<file path="src/rtl/mdu_pkg.sv">
// Shared definitions for the iterative multiply/divide unit.
// Op encodings, FSM states and counter sizing.
package mdu_pkg;

  localparam logic [2:0] MDU_MULT  = 3'd0;
  localparam logic [2:0] MDU_MULTU = 3'd1;
  localparam logic [2:0] MDU_DIV   = 3'd2;
  localparam logic [2:0] MDU_DIVU  = 3'd3;
  localparam logic [2:0] MDU_MTHI  = 3'd4;
  localparam logic [2:0] MDU_MTLO  = 3'd5;

  typedef enum logic [1:0] {
    IDLE = 2'd0,
    MUL  = 2'd1,
    DIV  = 2'd2,
    FIX  = 2'd3
  } state_t;

  function automatic int cnt_w(input int w, input int m);
    int x;
    x = (w > m) ? w : m;
    return (x <= 1) ? 1 : $clog2(x);
  endfunction

endpackage

</file>
<file path="src/rtl/div_iter.sv">
// Restoring shift-subtract divider datapath.
// One quotient bit per step; sign and divide-by-zero fix-up on the outputs.
module div_iter #(
  parameter int WIDTH = 32
) (
  input  logic             clk,
  input  logic             reset,
  input  logic             load,
  input  logic             step,
  input  logic             sgn,
  input  logic [WIDTH-1:0] a,
  input  logic [WIDTH-1:0] b,
  output logic [WIDTH-1:0] quo,
  output logic [WIDTH-1:0] rem
);

  logic [WIDTH-1:0] r, q, d, a_raw;
  logic             neg_q, neg_r, dz;
  logic             a_neg, b_neg;
  logic [WIDTH-1:0] mag_a, mag_b;
  logic [WIDTH:0]   shifted, diff;

  assign a_neg   = sgn & a[WIDTH-1];
  assign b_neg   = sgn & b[WIDTH-1];
  assign mag_a   = a_neg ? -a : a;
  assign mag_b   = b_neg ? -b : b;
  assign shifted = {r, q[WIDTH-1]};
  assign diff    = shifted - {1'b0, d};

  always_ff @(posedge clk or posedge reset) begin
    if (reset) begin
      r     <= '0;
      q     <= '0;
      d     <= '0;
      a_raw <= '0;
      neg_q <= 1'b0;
      neg_r <= 1'b0;
      dz    <= 1'b0;
    end else if (load) begin
      r     <= '0;
      q     <= mag_a;
      d     <= mag_b;
      a_raw <= a;
      neg_q <= a_neg ^ b_neg;
      neg_r <= a_neg;
      dz    <= (b == '0);
    end else if (step) begin
      // borrow clear means the trial subtract fits: keep it
      q <= {q[WIDTH-2:0], ~diff[WIDTH]};
      r <= diff[WIDTH] ? shifted[WIDTH-1:0] : diff[WIDTH-1:0];
    end
  end

  assign quo = dz ? '1 : (neg_q ? -q : q);
  assign rem = dz ? a_raw : (neg_r ? -r : r);

endmodule

</file>
<file path="src/rtl/mdu_iter.sv">
// Multi-cycle multiply/divide unit with HI/LO registers.
// Owns the FSM, product holding register and issue handshake.
module mdu_iter
  import mdu_pkg::*;
#(
  parameter int WIDTH       = 32,
  parameter int MULT_CYCLES = 5
) (
  input  logic             clk,
  input  logic             reset,
  input  logic             start,
  input  logic [2:0]       op,
  input  logic [WIDTH-1:0] A,
  input  logic [WIDTH-1:0] B,
  output logic             busy,
  output logic             done,
  output logic [WIDTH-1:0] hi,
  output logic [WIDTH-1:0] lo
);

  localparam int CW = cnt_w(WIDTH, MULT_CYCLES);

  state_t             state;
  logic [CW-1:0]      cnt;
  logic [2*WIDTH-1:0] prod;
  logic [2*WIDTH-1:0] ext_a, ext_b, product;
  logic               accept, mul_sgn, div_load;
  logic [WIDTH-1:0]   quo, rem;

  assign accept   = start & ~busy;
  assign mul_sgn  = (op == MDU_MULT);
  assign div_load = accept & ((op == MDU_DIV) | (op == MDU_DIVU));

  // sign- or zero-extend so one 2W multiply serves both forms
  assign ext_a   = {{WIDTH{mul_sgn & A[WIDTH-1]}}, A};
  assign ext_b   = {{WIDTH{mul_sgn & B[WIDTH-1]}}, B};
  assign product = ext_a * ext_b;

  div_iter #(.WIDTH(WIDTH)) u_div (
    .clk   (clk),
    .reset (reset),
    .load  (div_load),
    .step  (state == DIV),
    .sgn   (op == MDU_DIV),
    .a     (A),
    .b     (B),
    .quo   (quo),
    .rem   (rem)
  );

  always_ff @(posedge clk or posedge reset) begin
    if (reset) begin
      state <= IDLE;
      cnt   <= '0;
      prod  <= '0;
      busy  <= 1'b0;
      done  <= 1'b0;
      hi    <= '0;
      lo    <= '0;
    end else begin
      done <= 1'b0;
      unique case (state)
        IDLE: begin
          if (accept) begin
            unique case (op)
              MDU_MULT, MDU_MULTU: begin
                prod  <= product;
                cnt   <= CW'(MULT_CYCLES - 1);
                state <= MUL;
                busy  <= 1'b1;
              end
              MDU_DIV, MDU_DIVU: begin
                cnt   <= CW'(WIDTH - 1);
                state <= DIV;
                busy  <= 1'b1;
              end
              MDU_MTHI: hi <= A;
              MDU_MTLO: lo <= A;
              default: ;
            endcase
          end
        end
        MUL: begin
          if (cnt == '0) begin
            {hi, lo} <= prod;
            done     <= 1'b1;
            busy     <= 1'b0;
            state    <= IDLE;
          end else begin
            cnt <= cnt - CW'(1);
          end
        end
        DIV: begin
          if (cnt == '0) state <= FIX;
          else cnt <= cnt - CW'(1);
        end
        FIX: begin
          hi    <= rem;
          lo    <= quo;
          done  <= 1'b1;
          busy  <= 1'b0;
          state <= IDLE;
        end
        default: state <= IDLE;
      endcase
    end
  end

endmodule

</file>
<file path="config.mk">
export PLATFORM = sky130hd
export DESIGN_NAME = mdu_iter
export DESIGN_NICKNAME = d
export VERILOG_FILES = /design/src/rtl/mdu_pkg.sv /design/src/rtl/div_iter.sv /design/src/rtl/mdu_iter.sv
export SDC_FILE = /design/constraint.sdc
export NUM_CORES = 2
export LEC_CHECK = 0
export CORE_MARGIN = 2
export CORE_UTILIZATION = 45
export CTS_CLUSTER_DIAMETER = 150
export DETAILED_ROUTE_END_ITERATION = 10
export GPL_ROUTABILITY_DRIVEN = 0
export PLACE_DENSITY = 0.59
export SYNTH_ARGS = -nofsm -noshare
export SYNTH_HDL_FRONTEND = slang
export SYNTH_HIERARCHICAL = 1
export SYNTH_SLANG_ARGS = --single-unit
</file>
<file path="constraint.sdc">
create_clock -name clk -period 13.9 [get_ports clk]
set_clock_uncertainty 0.2 [all_clocks]
set_input_delay 2.085 -clock clk [delete_from_list [all_inputs] [get_ports clk]]
set_output_delay 2.085 -clock clk [all_outputs]
set_load 0.02 [all_outputs]
</file>
Yosys cells after proc, flatten, opt, wreduce, memory -nomap -nowiden. Index checks and enable logic that the tools add are counted.

Memory bits (writable): 0. Input bits: 70. ROM bits: 0. Memories kept: 0. Bits in latches: 0. Flip-flop bits (word level): 268.

Equal/unequal tests: 16. Order comparisons: 0. Div/mod/pow operators: 0. Multipliers: 1. Mux-type cells: 34. Shifts and indexed selects: 0. Bitwise gates (word level): 10. Add/subtract/negate cells: 6. Reduce and logical (&&, ||, !) cells: 17.

Operators with widths (count): $mux 32 (17); $pmux 32 s3 (2); $neg 32->32 (4); $mul 33x33->64 (1); $sub 33x32->33 (1); $logic_not 32->1 (1); $pmux 5 s2 (2); $reduce_and 4->1 (5); $mux 5 (2); $ne 2x2->1 const B (5); $pmux 2 s4 (1); $and 1x1->1 (6); $eq 3x2->1 const B (2); $eq 3x3->1 const B (2); $mux 2 (3); $reduce_or 2->1 (3); $logic_not 5->1 (1); $sub 5x1->5 const B (1); $eq 2x2->1 const B (2); $mux 1 (4); $ne 2x1->1 const B (2); $pmux 2 s2 (1); $reduce_bool 2->1 (2); $reduce_or 4->1 (1); other kinds (12) (13).

Longest topological paths before layout.
Depth after elaboration: 5. Mapped depth: 32. Mapped depth without buffers: 29.

Modules after synthesis. Netlist, hierarchy kept.

By module, submodules not included: mdu_iter (seq. area each 3428.3 um2, cells each 4759, instances 1, area an instance 43534.3 um2); div_iter (seq. area each 3278.1 um2, cells each 1273, instances 1, area an instance 10425.0 um2).

Least setup slack after synthesis. OpenSTA, ideal clock, no wires.

Path kind: input -> register. From: input op[2]. To: register prod[63]. Setup time: 0.129 ns. Required time: 13.571 ns. Stages on the path: 28. Data arrival time: 9.779 ns. Slack: 3.792 ns. Path through: nor3_1 > clkbuf_1 > and2_1 > clkbuf_1 > nand2_1 > inv_1 > fa_1 > fa_1 > fa_1 > inv_1 > fa_1 > inv_1 > fa_1 > fa_1 > inv_1 > fa_1 > fa_1 > inv_1 > ha_1 > and3_1 > nand2_1 > nor2_1 > nand3_1 > o31a_1 > o31ai_2 > a311oi_2 > xnor2_1 > o21ai_1.

Word-level cells in the longest chain between the ends: 3.

RTL lines: start: declaration (line mdu_iter.sv:12) `input logic [2:0] op,`; $logic_not 3->1 / $eq 3x1->1 (equally long branches) (line mdu_iter.sv:31, mdu_iter.sv:65); $and 1x1->1, or another cell as far along (line mdu_iter.sv:35) `assign ext_a = {{WIDTH{mul_sgn & A[WIDTH-1]}}, A};`; $mul 33x33->64 / $reduce_and 3->1 (equally long branches); end signal: assignment (line mdu_iter.sv:67) `prod <= product;`; end: declaration (line mdu_iter.sv:25) `logic [2*WIDTH-1:0] prod;`.

Parallel ways exist; a longest one is shown, timed or not. A chain may end at the register's enable or synchronous reset.

Worst setup path after layout.
From: input op[2]. To: register prod[61].

Same word-level chain as after synthesis.

==> metrics.yaml <==
timing:
  max_freq_mhz: 90.3
  maxSlewViolCount: 5
  layout_setup_ws_ns: 2.83
  rsz0062_at_grt: "false"
  max-slew-margin-rel_pct: -1.30
  hold_viol_final: 0
  tns_ns: 0
  post-route-period-util_pct: 79.7
  setup_violations: 0
  worst_pin_slew_ns: 1.50
  fin_crit_ns: 11.07
clock_tree:
  cts_root_buffer: "clkbuf_16"
  cts_tree: "done"
  cts_resized: 0
  clockBufferDepth: 3
  postCtsSetupBuffers: 0
  cts_num_sinks: 268
  cts_hold_buf: 0
  htree_levels: 2
  clk_pin_slew_worst_paths_ns: 0.07
  worst_skew_pair.late_latency_ns: 0.58
  cts-buffers-inserted: 34
route:
  vias: 41015
  wl_per_cell_um: 21.7
  drt_pass1_iterations: 6
  drt-initial-drc-count: 3021
  postRouteAntennaNets: 0
  drc: 0
  via_per_inst: 5.40
  wl_um: 165000
global_route:
  grt_overflow_total: 0
  grt_start_max_net_pins: 193
  grt_pass1_wl_um: 259000
  grtUsageTotal_pct: 27.7
  antenna_found_initial: 8
  grt_pass1_vias: 42974
synth:
  synth-edff-count: 0
  synthesis.nets: 7483
  synth_seq_area_share_pct: 12.4
  synthCells: 6032
  synthArstFlopShare_pct: 100
  syn_area_per_cell_um2: 8.95
  ys_ff_latch: 268
  synth_cell_types: 86
  synth_ff_type: "dfrtp_1"
  syn-cell-area_um2: 54000
  ys_warn_count: 6
setup_path:
  criticalPathCategory: "in2reg"
  arrival_ns: 11.29
  start_kind: "primary input"
  critPathBufInv: 7
  path_delay_family: "adder cells"
  crit_top_cell: "fa_1"
  path_max_fanout: 13
  reg2regPathDepth: 12
  slowest_stage: "fa_1"
  reg2reg_slack_ns: 9.02
  rr_startpoint: "u_div/q[31]"
  cp.required_ns: 14.12
  critPathMaxStageDelay_ns: 1.20
  r2r-end: "u_div/r[9]"
  cp-end-kind: "register"
min_path:
  holdPathEnd: "prod[2]"
  hold_depth: 2
  min_from: "prod[2]"
  holdCritPathClass: "reg2reg"
placement:
  pre_cts_slack_ns: 2.23
  portBuffers: 135
  dp_hpwl_um: 129000
status:
  outcome: "complete, but fails checks"
  violations: "capacitance limit, slew limit"
final_layout:
  area_growth_pct: 6.90
  mostFrequentLayoutCells: "inv_1, fa_1, nand2_1"
  fin_nets: 7398
  layout-drive-gt1-share_pct: 4.87
  final_common_cell: "inv_1"
floorplan:
  start_util_pct: 45.2
  core.rowCount: 127
  core_um2: 119000
  die_y_um: 350
  io_pins: 136
  die_area_um2: 123000
  die_x_um: 350
job:
  maxCapViolations: 1
## metrics by stage
stage / area, µm² / hold WS (ns) / cells / utilization, %
after floorplan: 54000 / 0.239 / 6032 / -
after global placement: 56500 / 0.253 / 7523 / 47.3
after detailed placement: 56500 / 0.263 / 7523 / 47.3
final: 57700 / 0.280 / 7590 / 48.3
after global routing: 57700 / 0.320 / 7587 / 48.3
after CTS: 57700 / 0.279 / 7585 / 48.3
## cells by family after synthesis
logic type / Yosys count / share of synthesized area [%]
buf+inv: 1541 / 10.8
mux: 68 / 1.34
flops: 268 / 12.4
compound gates: 763 / 9.11
xor+xnor: 211 / 3.42
simple gates: 1800 / 15.2
fa+ha+maj: 1381 / 47.7
## how the worst max path moves through the flow
stage                     to  slack (ns)   from  depth (start not counted)
floorplan           prod[63]        3.79  op[2]                         28
global placement    prod[61]        2.37  op[2]                         29
detailed placement  prod[61]        2.23  op[2]                         29
CTS                 prod[61]        2.84  op[2]                         29
global route        prod[61]        2.38  op[2]                         29
finish              prod[61]        2.83  op[2]                         29
## state kept, by name, indices dropped and copies added, names as in the netlist
register	flops
prod	64
u_div/r	32
u_div/dz	1
u_div/a_raw	32
u_div/neg_r	1
lo	32
u_div/d	32
u_div/q	32
cnt	5
u_div/neg_q	1
state	2
busy	1
hi	32
done	1
## tightest hold or removal path, stage by stage, from the launching register on
cell     delay, ns
dfrtp_1       0.34
nand2_1       0.05
nand2_1       0.05
## routing by layer
layer / track usage, % / share of wire, %
met1: 38.9 / 43
met5: 0 / 0.0067
met2: 44.8 / 47
met3: 2.86 / 6.1
met4: 9.68 / 3.7
## cell usage after synthesis, types with 36 or more instances
cell type,n,area (µm²)
xnor2_1,115,1010
a21oi_1,230,1150
fa_1,1126,22500
clkbuf_1,309,1160
dfrtp_1,268,6710
mux2_2,36,405
and2_1,332,2080
inv_1,1203,4520
o21ai_0,199,996
nand2_1,1003,3760
nor2_1,223,837
a21o_1,43,323
ha_1,255,3190
nand3_1,50,250
a221oi_1,66,578
xor2_1,96,841
## layout make-up
cell class	instances	area [µm²]
well taps	1612	2020
flip-flops and latches	268	6710
fillers	11558	61800
clock inverters	18	241
inverters	1203	4530
diodes	5	12.5
multi-input cells	4223	41500
clock buffers	44	948
repair buffers	217	1740
Power is not shown: default switching activity piles up to over one toggle a cycle in this logic, so the estimate is an artifact.
